===== src/rtl/pattern_injector_if.sv =====
// Cache-line stream bundle: one line per valid/ready handshake.
// The master drives valid and data; the slave drives ready.
interface pattern_injector_if #(
    parameter int CL_SIZE = 64
);
    logic                 valid;
    logic                 ready;
    logic [CL_SIZE*8-1:0] data;

    modport master (output valid, output data, input ready);
    modport slave  (input valid, input data, output ready);
endinterface


===== src/rtl/pattern_injector.sv =====
// Overwrites a 1..NW-word pattern into snooped cache lines, one 32-bit word per cycle,
// starting at a word offset and spilling the remainder into the next accepted line.
module pattern_injector #(
    parameter int CL_SIZE = 64
) (
    input  logic                             i_clk,
    input  logic                             i_rst,
    input  logic                             i_start,
    input  logic [CL_SIZE*8-1:0]             i_pattern,
    input  logic [4:0]                       i_pattern_size,
    input  logic [$clog2(CL_SIZE/4)-1:0]     i_offset,
    pattern_injector_if.slave                up,
    pattern_injector_if.master               dn,
    output logic                             o_busy,
    output logic [4:0]                       o_pending,
    output logic                             o_op_end,
    output logic                             o_err
);
    localparam int NW = CL_SIZE / 4;
    localparam int WW = $clog2(NW);

    typedef logic [NW-1:0][31:0] line_t;

    typedef enum logic [2:0] {
        IDLE,
        WAIT_LINE,
        WRITE,
        OUTPUT,
        DONE
    } state_t;

    state_t         state_q, state_d;
    line_t          line_q, line_d;
    line_t          pattern_q, pattern_d;
    logic [4:0]     size_q, size_d;
    logic [4:0]     p_q, p_d;
    logic [WW-1:0]  w_q, w_d;
    logic [4:0]     pending_q, pending_d;
    logic           err_q, err_d;
    logic           size_legal;

    assign size_legal = (i_pattern_size != 5'd0) && (i_pattern_size <= 5'(NW));

    // NOTE: every signal gets its default before the case so no path leaves one unassigned,
    // which would otherwise infer a latch.
    always_comb begin
        state_d   = state_q;
        line_d    = line_q;
        pattern_d = pattern_q;
        size_d    = size_q;
        p_d       = p_q;
        w_d       = w_q;
        pending_d = pending_q;
        err_d     = 1'b0;

        case (state_q)
            IDLE: begin
                if (i_start) begin
                    if (size_legal) begin
                        pattern_d = i_pattern;
                        size_d    = i_pattern_size;
                        p_d       = 5'd0;
                        w_d       = i_offset;
                        pending_d = i_pattern_size;
                        state_d   = WAIT_LINE;
                    end else begin
                        err_d = 1'b1;
                    end
                end
            end
            WAIT_LINE: begin
                if (up.valid) begin
                    line_d  = up.data;
                    state_d = WRITE;
                end
            end
            WRITE: begin
                line_d[w_q] = pattern_q[p_q[WW-1:0]];
                p_d         = p_q + 5'd1;
                w_d         = w_q + WW'(1);
                pending_d   = pending_q - 5'd1;
                // Stop on the last pattern word or on the last word of the line.
                if ((p_d == size_q) || (&w_q)) begin
                    state_d = OUTPUT;
                end
            end
            OUTPUT: begin
                if (dn.ready) begin
                    if (pending_q != 5'd0) begin
                        w_d     = '0;
                        state_d = WAIT_LINE;
                    end else begin
                        state_d = DONE;
                    end
                end
            end
            DONE: begin
                state_d = IDLE;
            end
            default: begin
                state_d = IDLE;
            end
        endcase
    end

    // NOTE: sequential state uses non-blocking assignments so every flop samples pre-edge values.
    always_ff @(posedge i_clk) begin
        if (i_rst) begin
            state_q   <= IDLE;
            line_q    <= '0;
            pattern_q <= '0;
            size_q    <= 5'd0;
            p_q       <= 5'd0;
            w_q       <= '0;
            pending_q <= 5'd0;
            err_q     <= 1'b0;
        end else begin
            state_q   <= state_d;
            line_q    <= line_d;
            pattern_q <= pattern_d;
            size_q    <= size_d;
            p_q       <= p_d;
            w_q       <= w_d;
            pending_q <= pending_d;
            err_q     <= err_d;
        end
    end

    assign up.ready  = (state_q == WAIT_LINE);
    assign dn.valid  = (state_q == OUTPUT);
    assign dn.data   = line_q;
    assign o_busy    = (state_q != IDLE);
    assign o_pending = pending_q;
    assign o_op_end  = (state_q == DONE);
    assign o_err     = err_q;
endmodule


===== src/flat_wrapper.sv =====
// flat-port wrapper written by rule: the top's interface ports become plain ports
module pattern_injector_flat 
#(
    parameter int CL_SIZE = 64
)
  (i_clk, i_rst, i_start, i_pattern, i_pattern_size, i_offset, o_busy, o_pending, o_op_end, o_err, up_valid, up_data, up_ready, dn_valid, dn_data, dn_ready);
  pattern_injector_if #(.CL_SIZE(CL_SIZE)) up_i ();
  pattern_injector_if #(.CL_SIZE(CL_SIZE)) dn_i ();
  input  logic i_clk;
  input  logic i_rst;
  input  logic i_start;
  input  logic [CL_SIZE*8-1:0] i_pattern;
  input  logic [4:0] i_pattern_size;
  input  logic [$clog2(CL_SIZE/4)-1:0] i_offset;
  output logic o_busy;
  output logic [4:0] o_pending;
  output logic o_op_end;
  output logic o_err;
  input wire logic [$bits(up_i.valid)-1:0] up_valid;
  input wire logic [$bits(up_i.data)-1:0] up_data;
  output wire logic [$bits(up_i.ready)-1:0] up_ready;
  output wire logic [$bits(dn_i.valid)-1:0] dn_valid;
  output wire logic [$bits(dn_i.data)-1:0] dn_data;
  input wire logic [$bits(dn_i.ready)-1:0] dn_ready;
  assign up_i.valid = up_valid;
  assign up_i.data = up_data;
  assign up_ready = up_i.ready;
  assign dn_valid = dn_i.valid;
  assign dn_data = dn_i.data;
  assign dn_i.ready = dn_ready;
  pattern_injector #(.CL_SIZE(CL_SIZE)) u_core (.i_clk(i_clk), .i_rst(i_rst), .i_start(i_start), .i_pattern(i_pattern), .i_pattern_size(i_pattern_size), .i_offset(i_offset), .up(up_i), .dn(dn_i), .o_busy(o_busy), .o_pending(o_pending), .o_op_end(o_op_end), .o_err(o_err));
endmodule

===== config.mk =====
export PLATFORM = sky130hd
export DESIGN_NAME = pattern_injector_flat
export DESIGN_NICKNAME = d
export VERILOG_FILES = /design/src/rtl/pattern_injector_if.sv /design/src/rtl/pattern_injector.sv /design/src/flat_wrapper.sv
export SDC_FILE = /design/constraint.sdc
export NUM_CORES = 2
export LEC_CHECK = 0
export CAP_MARGIN = 25
export CORE_AREA = 2 2 601 603
export DETAILED_ROUTE_END_ITERATION = 10
export DIE_AREA = 0 0 603 605
export PLACE_DENSITY = 0.3
export SYNTH_ARGS = -nofsm -noshare
export SYNTH_HDL_FRONTEND = slang
export SYNTH_SLANG_ARGS = --single-unit

===== constraint.sdc =====
create_clock -name i_clk -period 2.8 [get_ports i_clk]
set_clock_uncertainty 0.1 [all_clocks]
set_input_delay 0.42 -clock i_clk [delete_from_list [all_inputs] [get_ports i_clk]]
set_output_delay 0.42 -clock i_clk [all_outputs]
set_load 0.02 [all_outputs]

==> out/qor.yml <==
max_slew_margin_pct: 29.39
synth_top_area_cell: "dfxtp_1"
p_per_area_nw_per_um2: 552.8
critPathSlowestCell: "a2111o_1"
io_pins: 1560
top_layer_used: "met5"
avgSynthCellArea_um2: 8.279
wirelength_mm: 468.1
dp_hpwl_mm: 363.0
avgRoutedWirePerCell_um: 35.55
yosysTopAreaCellShare_pct: 39.90
drc: 0
start_kind: "flip-flop"
overflow: 0
crit_path_max_incr_delay_ps: 390
yosys_warnings: 0
path_common_cell: "buf_12"
met3_length_mm: 27.43
drt_iter0_markers: 5158
fin_tns_setup_ps: 0
critPathBufInv: 5
netlist_area_um2: 52530
maxCapViolations: 0
die_area_um2: 364800
synth-seq-cells: 1047
crit_family: "buffers and inverters"
antenna_found_initial: 220
dieHeight_um: 605
hold_viol_final: 0
fin_crit_sh_pct: 98.71
synthToLayoutAreaGrowth_pct: 65.05
period_minus_slack_ps: 2764
grt.total_usage_pct: 24.61
grt_pass1_wl_mm: 601.3
critPathArrivalTime_ps: 3310
port_buffers: 1559
cp_max_fo: 20
grt_pass1_vias: 59920
ir_drop_mv: 0.4259
synthArstFlopShare_pct: 0
dr.pass1.iters: 8
status: "finished, final reports clean"
crit_chain: "buf_12, buf_12, buf_12, buf_4, mux2_2, o21ai_4, buf_12, nor2_1, a2111o_1"
via_per_inst: 4.593
die_w_um: 603
path_class: "reg2reg"
synth.distinct_cells: 60
clock_latency_ps: 860
cts_buffer_depth: 4
synth_edf_count: 0
syn_nets: 7389
finalNetCount: 9225
mostFrequentLayoutCells: "1,612 x nand2_1, 1,554 x clkdlybuf4s50_1, 1,042 x dfxtp_1"
met1_length_mm: 187.6
required_ps: 3350
synth_area_leaders: "dfxtp_1 40%, nand2_1 12%, a21oi_1 7.4%"
setup_ws_ps: 36.16
p_leak_uw: 0.03003
cts-root-buf: "clkbuf_16"
timing.fmax_mhz: 361.8
hold_class: "in2reg"
drv_slew: 0
grt_max_degree: 154
worst_pin_slew_ps: 1059
htree_levels: 4
fill_cells: 38940
ys_seq_area_share_pct: 39.90
cts_tree: "built"
fp-row-count: 220
initial_utilization_pct: 14.67
routabilityCongestion: 0.8604
coreArea_um2: 358100
num_vias: 60470
route.met2.wl_mm: 227.1
clk_pin_slew_worst_paths_ps: 60
netlist_instances: 6345
cts_made_buffers: 154
setup_violations: 0
final_antenna_net_count: 0
dp_slack_ps: -418.6
layout-drive-gt1-share_pct: 13.82
synth-main-ff-cell: "dfxtp_1"
clock_sinks: 1047
end_kind: "flip-flop"
layout_commonest_cell: "nand2_1"
==> final timing paths <==
path	startpoint	to	slack, ps	cells past startpoint
setup / recovery	u_core.p_q[2]	u_core.dn.data[291]	40	9
hold reg to reg	u_core.pattern_q[404]	u_core.pattern_q[404]	350	2
hold / removal	i_pattern[113]	u_core.pattern_q[113]	80	3
setup reg to reg	u_core.p_q[2]	u_core.dn.data[291]	40	9
==> state kept, by name, summed over array words and instances (netlist names) <==
name	cells
u_core.o_pending	5
u_core.dn.data	512
u_core.w_q	4
u_core.o_err	1
u_core.size_q	5
u_core.pattern_q	512
u_core.state_q	3
u_core.p_q	5
==> worst min-delay path, cell delays in order <==
cell             delay [ps]
clkdlybuf4s50_1         410
nand2_1                  60
a21oi_1                  50
==> timing repair <==
action | in CTS | in global routing
hold endpoints to repair | 192 | 0
cloned | 0 | 1
buffers inserted | 5 | 1
setup endpoints to repair | 243 | 19
pin swaps | 0 | 0
resized for setup | 16 | 3
hold buffers | 192 | 0
==> cell type report <==
| type | instances | area (um2) | share of cell area (%) |
|---|---|---|---|
| diodes | 100 | 250.2 | 0.2886 |
| clock buffers | 222 | 4432 | 5.111 |
| clock inverters | 47 | 534.3 | 0.6162 |
| inverters | 8 | 30.03 | 0.03463 |
| multi-input cells | 4677 | 29440 | 33.95 |
| flip-flops and latches | 1047 | 20980 | 24.19 |
| well taps | 4773 | 5972 | 6.888 |
| repair buffers | 2293 | 25070 | 28.92 |
==> cell usage after synthesis, types with 19 or more instances <==
cell      instances
a2111o_1        256
nand3_1         517
nand2_1        1628
mux4_2          160
mux2_2           21
clkbuf_1        396
o221ai_1        256
nor2_1          532
buf_6            19
dfxtp_1        1047
nor3_1           21
o21ai_4          30
mux2i_4          56
buf_1            23
a21oi_1         780
mux2i_1          41
buf_2           161
a21o_1          256
==> cell families (layout without fill, tap and decap cells) <==
group | Yosys count | after routing | share of synthesized area, %
muxes | 291 | 291 | 10.86
AOI/OAI and AO/OA | 1643 | 1643 | 22.62
other | 0 | 100 | 0
buffers and inverters | 621 | 2570 | 5.254
xor gates and xnor gates | 8 | 8 | 0.1334
and+or+nand+nor | 2729 | 2729 | 21.09
adders and majority gates | 6 | 6 | 0.1429
DFF | 1047 | 1047 | 39.90
==> per-layer routing <==
metal | global-route usage (%) | vias to the layer above
li1 | - | 26450
met1 | 29.30 | 30490
met5 | 0 | -
met3 | 4.453 | 762
met2 | 41.96 | 2699
met4 | 13.13 | 72
==> report_power, final <==
group	total [uW]	internal, uW	switching [uW]
clock	20000	11700	8370
sequential	16400	15800	672
combinational	11500	4770	6700
==> per-stage QoR <==
stage               power, uW  hold slack [ps]  util, %  cells  cell area (um2)
floorplan               20420            333.1        -   6345            52530
global placement        27990            338.9    22.16  12600            79350
detailed placement      28020            343.1    22.16  12600            79360
CTS                     48650          0.05473    24.11  13060            86340
global route            49500            45.02    24.19  13140            86630
finish                  47930            81.64    24.21  13170            86700
No activity file was read; power rests on OpenSTA's default activity.
